===== src/rtl/result_collector_if.sv =====
// -----------------------------------------------------------------------------
// | Module   : result_collector_if                                             |
// | Brief    : Sample-side and row-drain signal bundle for result_collector.   |
// | Revision : 1.0                                                             |
// -----------------------------------------------------------------------------
`default_nettype none

interface result_collector_if #(
   parameter int MATRIX_SIZE = 2,
   parameter int DATA_SIZE   = 32
);
   logic                                       start;
   logic                                       sample_en;
   logic [MATRIX_SIZE-1:0][DATA_SIZE-1:0]      result_in;
   logic                                       output_ready;
   logic [MATRIX_SIZE-1:0][DATA_SIZE-1:0]      row_out;
   logic                                       row_valid;
   logic                                       row_last;
   logic                                       row_ready;
   logic                                       done;
   logic                                       overrun;

   modport master (
      output start, sample_en, result_in, row_ready,
      input  output_ready, row_out, row_valid, row_last, done, overrun
   );

   modport slave (
      input  start, sample_en, result_in, row_ready,
      output output_ready, row_out, row_valid, row_last, done, overrun
   );
endinterface

`default_nettype wire


===== src/rtl/result_collector.sv =====
// -----------------------------------------------------------------------------
// | Module   : result_collector                                                |
// | Brief    : Deskews skewed systolic column outputs into rows, drains rows.  |
// | Revision : 1.0                                                             |
// -----------------------------------------------------------------------------
`default_nettype none

module result_collector #(
   parameter int MATRIX_SIZE = 2,
   parameter int DATA_SIZE   = 32,
   parameter int LATENCY     = 2
) (
   input  wire logic          clk,
   input  wire logic          reset,
   result_collector_if.slave  bus
);
   localparam int S_END = LATENCY + 2*MATRIX_SIZE - 2;
   localparam int CW    = $clog2(S_END + 2);
   localparam int PW    = (MATRIX_SIZE > 1) ? $clog2(MATRIX_SIZE) : 1;
   localparam logic [CW-1:0] S_LAST   = CW'(S_END);
   localparam logic [PW-1:0] PTR_LAST = PW'(MATRIX_SIZE - 1);

   typedef enum logic [1:0] {
      ST_IDLE    = 2'd0,
      ST_COLLECT = 2'd1,
      ST_DRAIN   = 2'd2
   } state_t;

   typedef logic [MATRIX_SIZE-1:0][DATA_SIZE-1:0] row_t;

   state_t          state_q, state_d;
   logic [CW-1:0]   s_q, s_d;
   logic [PW-1:0]   ptr_q, ptr_d;
   logic            done_q, done_d;
   logic            overrun_q, overrun_d;
   logic            output_ready_q;
   logic            row_valid_q;
   logic            row_last_q;
   row_t            row_out_q;
   row_t            rows_q [MATRIX_SIZE];
   row_t            rows_d [MATRIX_SIZE];
   logic            capture;

   always_comb begin
      state_d   = state_q;
      s_d       = s_q;
      ptr_d     = ptr_q;
      done_d    = 1'b0;
      overrun_d = overrun_q;
      rows_d    = rows_q;
      capture   = 1'b0;

      case (state_q)
         ST_IDLE: begin
            if (bus.start) begin
               state_d = ST_COLLECT;
               capture = bus.sample_en;
            end
         end
         ST_COLLECT: begin
            capture = bus.sample_en;
         end
         ST_DRAIN: begin
            if (bus.sample_en) begin
               overrun_d = 1'b1;
            end
            if (row_valid_q && bus.row_ready) begin
               if (ptr_q == PTR_LAST) begin
                  state_d = ST_IDLE;
                  ptr_d   = '0;
                  s_d     = '0;
                  done_d  = 1'b1;
               end else begin
                  ptr_d = ptr_q + PW'(1);
               end
            end
         end
         default: state_d = ST_IDLE;
      endcase

      // Element (r,c) emerges on column c at sample index LATENCY + r + c.
      if (capture) begin
         for (int r = 0; r < MATRIX_SIZE; r++) begin
            for (int c = 0; c < MATRIX_SIZE; c++) begin
               if (s_q == CW'(LATENCY + r + c)) begin
                  rows_d[r][c] = bus.result_in[c];
               end
            end
         end
         s_d = s_q + CW'(1);
         if (s_q == S_LAST) begin
            state_d = ST_DRAIN;
         end
      end
   end

   always_ff @(posedge clk) begin
      if (reset) begin
         state_q        <= ST_IDLE;
         s_q            <= '0;
         ptr_q          <= '0;
         done_q         <= 1'b0;
         overrun_q      <= 1'b0;
         output_ready_q <= 1'b1;
         row_valid_q    <= 1'b0;
         row_last_q     <= 1'b0;
         row_out_q      <= '0;
      end else begin
         state_q        <= state_d;
         s_q            <= s_d;
         ptr_q          <= ptr_d;
         done_q         <= done_d;
         overrun_q      <= overrun_d;
         output_ready_q <= (state_d != ST_DRAIN);
         row_valid_q    <= (state_d == ST_DRAIN);
         row_last_q     <= (state_d == ST_DRAIN) && (ptr_d == PTR_LAST);
         row_out_q      <= (state_d == ST_DRAIN) ? rows_d[ptr_d] : '0;
      end
   end

   // The buffer is deliberately left out of reset.
   always_ff @(posedge clk) begin
      rows_q <= rows_d;
   end

   assign bus.output_ready = output_ready_q;
   assign bus.row_out      = row_out_q;
   assign bus.row_valid    = row_valid_q;
   assign bus.row_last     = row_last_q;
   assign bus.done         = done_q;
   assign bus.overrun      = overrun_q;

endmodule

`default_nettype wire


===== src/flat_wrapper.sv =====
// flat-port wrapper written by rule: the top's interface ports become plain ports
module result_collector_flat 
#(
   parameter int MATRIX_SIZE = 2,
   parameter int DATA_SIZE   = 32,
   parameter int LATENCY     = 2
)
  (clk, reset, bus_start, bus_sample_en, bus_result_in, bus_row_ready, bus_output_ready, bus_row_out, bus_row_valid, bus_row_last, bus_done, bus_overrun);
  result_collector_if #(.MATRIX_SIZE(MATRIX_SIZE), .DATA_SIZE(DATA_SIZE)) bus_i ();
  input  wire logic clk;
  input  wire logic reset;
  input wire logic [$bits(bus_i.start)-1:0] bus_start;
  input wire logic [$bits(bus_i.sample_en)-1:0] bus_sample_en;
  input wire logic [$bits(bus_i.result_in)-1:0] bus_result_in;
  input wire logic [$bits(bus_i.row_ready)-1:0] bus_row_ready;
  output wire logic [$bits(bus_i.output_ready)-1:0] bus_output_ready;
  output wire logic [$bits(bus_i.row_out)-1:0] bus_row_out;
  output wire logic [$bits(bus_i.row_valid)-1:0] bus_row_valid;
  output wire logic [$bits(bus_i.row_last)-1:0] bus_row_last;
  output wire logic [$bits(bus_i.done)-1:0] bus_done;
  output wire logic [$bits(bus_i.overrun)-1:0] bus_overrun;
  assign bus_i.start = bus_start;
  assign bus_i.sample_en = bus_sample_en;
  assign bus_i.result_in = bus_result_in;
  assign bus_i.row_ready = bus_row_ready;
  assign bus_output_ready = bus_i.output_ready;
  assign bus_row_out = bus_i.row_out;
  assign bus_row_valid = bus_i.row_valid;
  assign bus_row_last = bus_i.row_last;
  assign bus_done = bus_i.done;
  assign bus_overrun = bus_i.overrun;
  result_collector #(.MATRIX_SIZE(MATRIX_SIZE), .DATA_SIZE(DATA_SIZE), .LATENCY(LATENCY)) u_core (.clk(clk), .reset(reset), .bus(bus_i));
endmodule

===== config.mk =====
export PLATFORM = sky130hd
export DESIGN_NAME = result_collector_flat
export DESIGN_NICKNAME = d
export VERILOG_FILES = /design/src/rtl/result_collector_if.sv /design/src/rtl/result_collector.sv /design/src/flat_wrapper.sv
export SDC_FILE = /design/constraint.sdc
export NUM_CORES = 1
export LEC_CHECK = 0
export ABC_AREA = 1
export BUFFER_PORTS_ARGS = -buffer_cell sky130_fd_sc_hd__buf_2
export CORE_MARGIN = 2
export CORE_UTILIZATION = 60
export DETAILED_ROUTE_END_ITERATION = 7
export MAX_ROUTING_LAYER = met4
export PLACE_DENSITY_LB_ADDON = 0.2
export SETUP_SLACK_MARGIN = 0.05
export SYNTH_ARGS = -nofsm -noshare
export SYNTH_HDL_FRONTEND = slang
export SYNTH_SLANG_ARGS = --single-unit
export TNS_END_PERCENT = 20

===== constraint.sdc =====
create_clock -name clk -period 3.9 [get_ports clk]
set_input_delay 0.39 -clock clk [delete_from_list [all_inputs] [get_ports clk]]
set_output_delay 0.39 -clock clk [all_outputs]
set_load 0.005 [all_outputs]

* Word-level counts from Yosys, hierarchy flattened
Cells that the tools add are included.
** Operators by class
- Add/sub/neg operators :: 2
- Order comparisons :: 1
- Eq/ne operators :: 7
- Mux-type cells :: 24
- Bitwise logic cells :: 4
- Reductions and logical operators :: 10
** Operators by type and width (count)
- 64-bit two-way mux :: 3
- 128-bit two-way mux :: 1
- 32-bit two-way mux :: 4
- 3-bit two-way mux :: 4
- 2-bit two-way mux :: 5
- 3-bit by 2-bit == test with 1-bit output, second input constant :: 2
- 2-bit case mux with 3 select lines :: 1
- 2-bit nonzero test :: 3
- 1-bit two-way mux :: 5
- 2-bit == test, second input constant :: 2
- 3-bit by 1-bit adder with 3-bit output, second input constant :: 1
- 3-bit == test, second input constant :: 1
- 1-bit NOT :: 3
- 3-bit AND reduction :: 1
- 3-bit OR reduction :: 1
- 2-bit by 1-bit == test with 1-bit output, second input constant :: 1
- 2-bit greater-or-equal comparator, second input constant :: 1
- 1-bit logical AND :: 2
- 2-bit zero test :: 1
- 2-bit inequality test, second input constant :: 1
- 1-bit NOT with 2-bit output :: 1
- 1-bit case mux with 2 select lines :: 1
- 2-bit AND reduction :: 1
- 2-bit OR reduction :: 1
- 1-bit adder, second input constant :: 1
** Word-level totals
- Bits in registers :: 203
- Output and inout port bits :: 69

* Depth between registers and ports, before layout
- Depth after elaboration :: 8
- Depth in mapped cells :: 13
- Depth with buffers taken out :: 9

* Worst setup path before layout
No wires, ideal clock.
- Path type :: flip-flop to flip-flop
- From :: reg u_core.s_q[2]
- To :: reg u_core.row_out_q (netlist bit u_core.bus.row_out[38])
- Library setup time :: 0.070 ns
- Arrival :: 1.749 ns
- Data required time :: 3.830 ns
- Path slack :: 2.081 ns
- Stages on the path, launching flop included :: 14
- Cells stage by stage :: dfxtp_1 > buf_2 > inv_2 > buf_2 > ha_1 > buf_2 > inv_1 > clkbuf_1 > nand2_1 > nand2_1 > nand2_1 > nand2_1 > nand2_1 > a21oi_1
** RTL lines
- from (decl) :: RTL line result_collector.sv:32 : logic [CW-1:0] s_q, s_d;
- from (signal assigned) :: RTL line result_collector.sv:100 : s_q <= '0;
- from (signal assigned) :: RTL line result_collector.sv:110 : s_q <= s_d;
- to (signal assigned) :: RTL line result_collector.sv:117 : row_out_q <= (state_d == ST_DRAIN) ? rows_d[ptr_d] : '0;
- to (decl) :: RTL line result_collector.sv:39 : row_t row_out_q;

* Worst setup path after layout
- From :: reg u_core.s_q[0]
- To :: reg u_core.row_out_q (netlist bit u_core.bus.row_out[27])
** On the way
- Cells in the longest elaborated chain, start to end :: 6
** Ends and longest elaborated chain
- 3-bit by 2-bit == test with 1-bit output / 3-bit == test (equally long branches) :: RTL line result_collector.sv:85, result_collector.sv:91
- 32-bit two-way mux / 2-bit two-way mux (equally long branches) :: RTL line result_collector.sv:85, result_collector.sv:91
- 128-bit two-way mux / 2-bit two-way mux (equally long branches) :: RTL line result_collector.sv:82 : if (capture) begin
- 64-bit two-way mux (not written as such) / 2-bit == test (equally long branches) :: RTL line result_collector.sv:117
- 64-bit two-way mux (not written as such) / 1-bit NOT (equally long branches)
- 64-bit two-way mux (not written as such) / 2-bit OR reduction (equally long branches)
Parallel ways exist; a longest one is shown, timed or not. The select of a mux whose other input is x is not followed.
A chain may end at the register's enable or synchronous reset.

==> impl_metrics.json <==
{
  "h-tree-depth": 1,
  "crit_arrival_ps": 2880,
  "drive_above_1_share_pct": 13.8,
  "internal_power_w": 0.00400,
  "clk_path_buf_depth": 3,
  "vias_per_cell": 5.32,
  "cp_max_fo": 33,
  "dpl.hpwl_mm": 12.3,
  "synth_nets": 1376,
  "critPathKind": "flip-flop to flip-flop",
  "die-width_um": 124,
  "cp_slowest_cell": "a21oi_4",
  "p_leak_nw": 5.15,
  "cpMostUsedCell": "nand2_1",
  "maxCapViolations": 0,
  "yosys_warnings": 0,
  "p_per_area_mw_per_mm2": 557,
  "setup_tns_ps": 0,
  "hp-class": "primary input to flip-flop",
  "synthCells": 1303,
  "gp_congestion": 0.803,
  "fmax_mhz": 408,
  "cts_setup_buffers": 0,
  "first_pass_iters": 5,
  "ctsHoldBuffers": 0,
  "cts_num_sinks": 203,
  "grt_pass1_wl_mm": 33.8,
  "syn_to_final_growth_pct": 15.2,
  "wl_per_cell_um": 13.6,
  "crit_required_ps": 4330,
  "synth_area_sq_mm": 0.00862,
  "grt_pass1_vias": 7296,
  "fin_crit_sh_pct": 62.9,
  "routed_wl_mm": 21.6,
  "drc": 0,
  "ys_ff_latch": 203,
  "power.share.clock_pct": 36.5,
  "drtIter0Drc": 811,
  "portBuffers": 137,
  "combPwrFrac_pct": 16.9,
  "clk_latency_ps": 490,
  "finClkSkew_ps": 7.93,
  "start_util_pct": 61.8,
  "cts_tree": "built",
  "cts_buffers": 20,
  "power_switching_share_pct": 27.7,
  "overflow": 0,
  "design.die.area_sq_mm": 0.0153,
  "avgSynthCellArea_sq_um": 6.61,
  "postLayoutCoreUtil_pct": 71.3,
  "rsz0062_at_grt": "no",
  "drv_slew": 0,
  "root_buffer": "clkbuf_16",
  "grt_use_total_pct": 28.0,
  "seqPwrFrac_pct": 46.6,
  "ios": 138,
  "vias": 8425,
  "p_switching_w": 0.00153,
  "fin_nets": 1464,
  "critical_path.cell_chain": "inv_1, ha_1, buf_4, nand2_1, inv_2, nand2_2, a21oi_4, nand2_1, nor2_1",
  "core_area_sq_mm": 0.0139,
  "antenna_found_initial": 0,
  "finalCriticalPeriod_ps": 2450,
  "outcome": "finished, final reports clean",
  "grt_max_degree": 99,
  "antennaDiodeCount": 0,
  "die_y_um": 124,
  "std_cell_rows": 43,
  "fill_cells": 1167,
  "peakVddDrop_mv": 0.470,
  "ys_types": 20,
  "worstSetupStartpointType": "flip-flop",
  "max_stage_delay_ps": 860,
  "worstMarginPinSlew_ps": 1120,
  "max_slew_margin_pct": 25.1,
  "setup_viol": 0,
  "ys_seq_area_share_pct": 47.2,
  "hold_violations": 0,
  "end_kind": "flip-flop",
  "clk_pin_slew_ps": 60,
  "ant_nets": 0,
  "cts_resized": 0
}
## layout by cell type (no fill, tap or decap), drive strengths merged
| cell type | count |
|---|---|
| clkinv | 4 |
| a21oi | 37 |
| dfxtp | 203 |
| inv | 44 |
| nand3 | 99 |
| nor2 | 77 |
| buf | 149 |
| or2 | 1 |
| clkbuf | 30 |
| nand2 | 689 |
| o21ai | 65 |
| ha | 4 |
| bufinv | 2 |
| o21a | 1 |
## flip-flops by register name (all words and copies together), names as in the netlist
signal and cells:
u_core.bus.done 1, u_core.bus.output_ready 1, u_core.bus.overrun 1, u_core.bus.row_last 1, u_core.bus.row_out 64, u_core.bus.row_valid 1, u_core.ptr_q 1, u_core.rows_q 128
u_core.s_q 3, u_core.state_q 2
## synth_stat cells
cell	instances	area share [%]
clkbuf_1	33	1.4
or2_2	1	0.073
nor2_2	2	0.15
a21oi_4	1	0.19
buf_4	5	0.44
inv_1	41	1.8
buf_2	38	2.2
o21a_1	1	0.087
nand2_1	687	30
ha_1	4	0.58
nand2_2	2	0.15
o21ai_0	56	3.3
o21ai_1	9	0.52
dfxtp_1	203	47
buf_1	1	0.044
buf_6	6	0.78
a21oi_1	36	2.1
nand3_1	99	5.7
inv_2	3	0.13
nor2_1	75	3.3
## power by group through the flow
stage	clock, W	sequential, W	combinational [W]
5_1_grt	0.00213	0.00262	0.00108
6_report	0.00202	0.00258	0.000933
4_1_cts	0.00203	0.00257	0.000924
3_5_place_dp	0	0.00262	0.000909
2_1_floorplan	0	0.00259	0.000744
3_3_place_gp	0	0.00260	0.000872
## area by class of cell
type,instances,area [sq um],share of cell area [%]
Multi-Input combinational cell,973,4000,40.3
Inverter,44,165,1.66
Timing Repair Buffer,149,776,7.81
Sequential cell,203,4060,40.9
Clock buffer,30,619,6.24
Tap cell,180,225,2.27
Clock inverter,6,80.1,0.806
## metrics by stage
stage	setup slack (ps)	hold slack, ps	instances	total power (W)	area [sq um]
floorplan	2080	445	1303	0.00333	8620
CTS	1450	201	1585	0.00553	9930
detailed placement	1380	454	1549	0.00353	9230
global route	1170	214	1585	0.00582	9930
global placement	1460	446	1549	0.00347	9230
finish	1450	216	1585	0.00553	9930
## per-layer routing
metal  global-route usage [%]  wire, um
met4                     8.03       429
met1                     37.0      9440
met2                     45.4     10300
met3                     3.62      1470
met5                        -         0
## kinds of logic after synthesis
family | after synthesis | synth area share, %
AOI/OAI and AO/OA | 103 | 6.14
adders and majority gates | 4 | 0.581
buffers and inverters | 127 | 6.82
DFF | 203 | 47.2
and+or+nand+nor | 866 | 39.3
## worst max-delay path: cells and delay by family (launching register included)
family / cells / cell delay [ps]
AOI/OAI and AO/OA: 1 / 860
adders and majority gates: 1 / 150
buffers and inverters: 3 / 540
DFF: 1 / 320
and+or+nand+nor: 4 / 500
## final timing paths
| path | from | to | slack, ps | cells after the start |
|---|---|---|---|---|
| max | u_core.s_q[0] | u_core.bus.row_out[27] | 1450 | 9 |
| min | reset | u_core.ptr_q | 220 | 2 |
| max reg2reg | u_core.s_q[0] | u_core.bus.row_out[27] | 1450 | 9 |
| min reg2reg | u_core.bus.overrun | u_core.bus.overrun | 460 | 1 |
No activity file was read; power rests on OpenSTA's default activity.
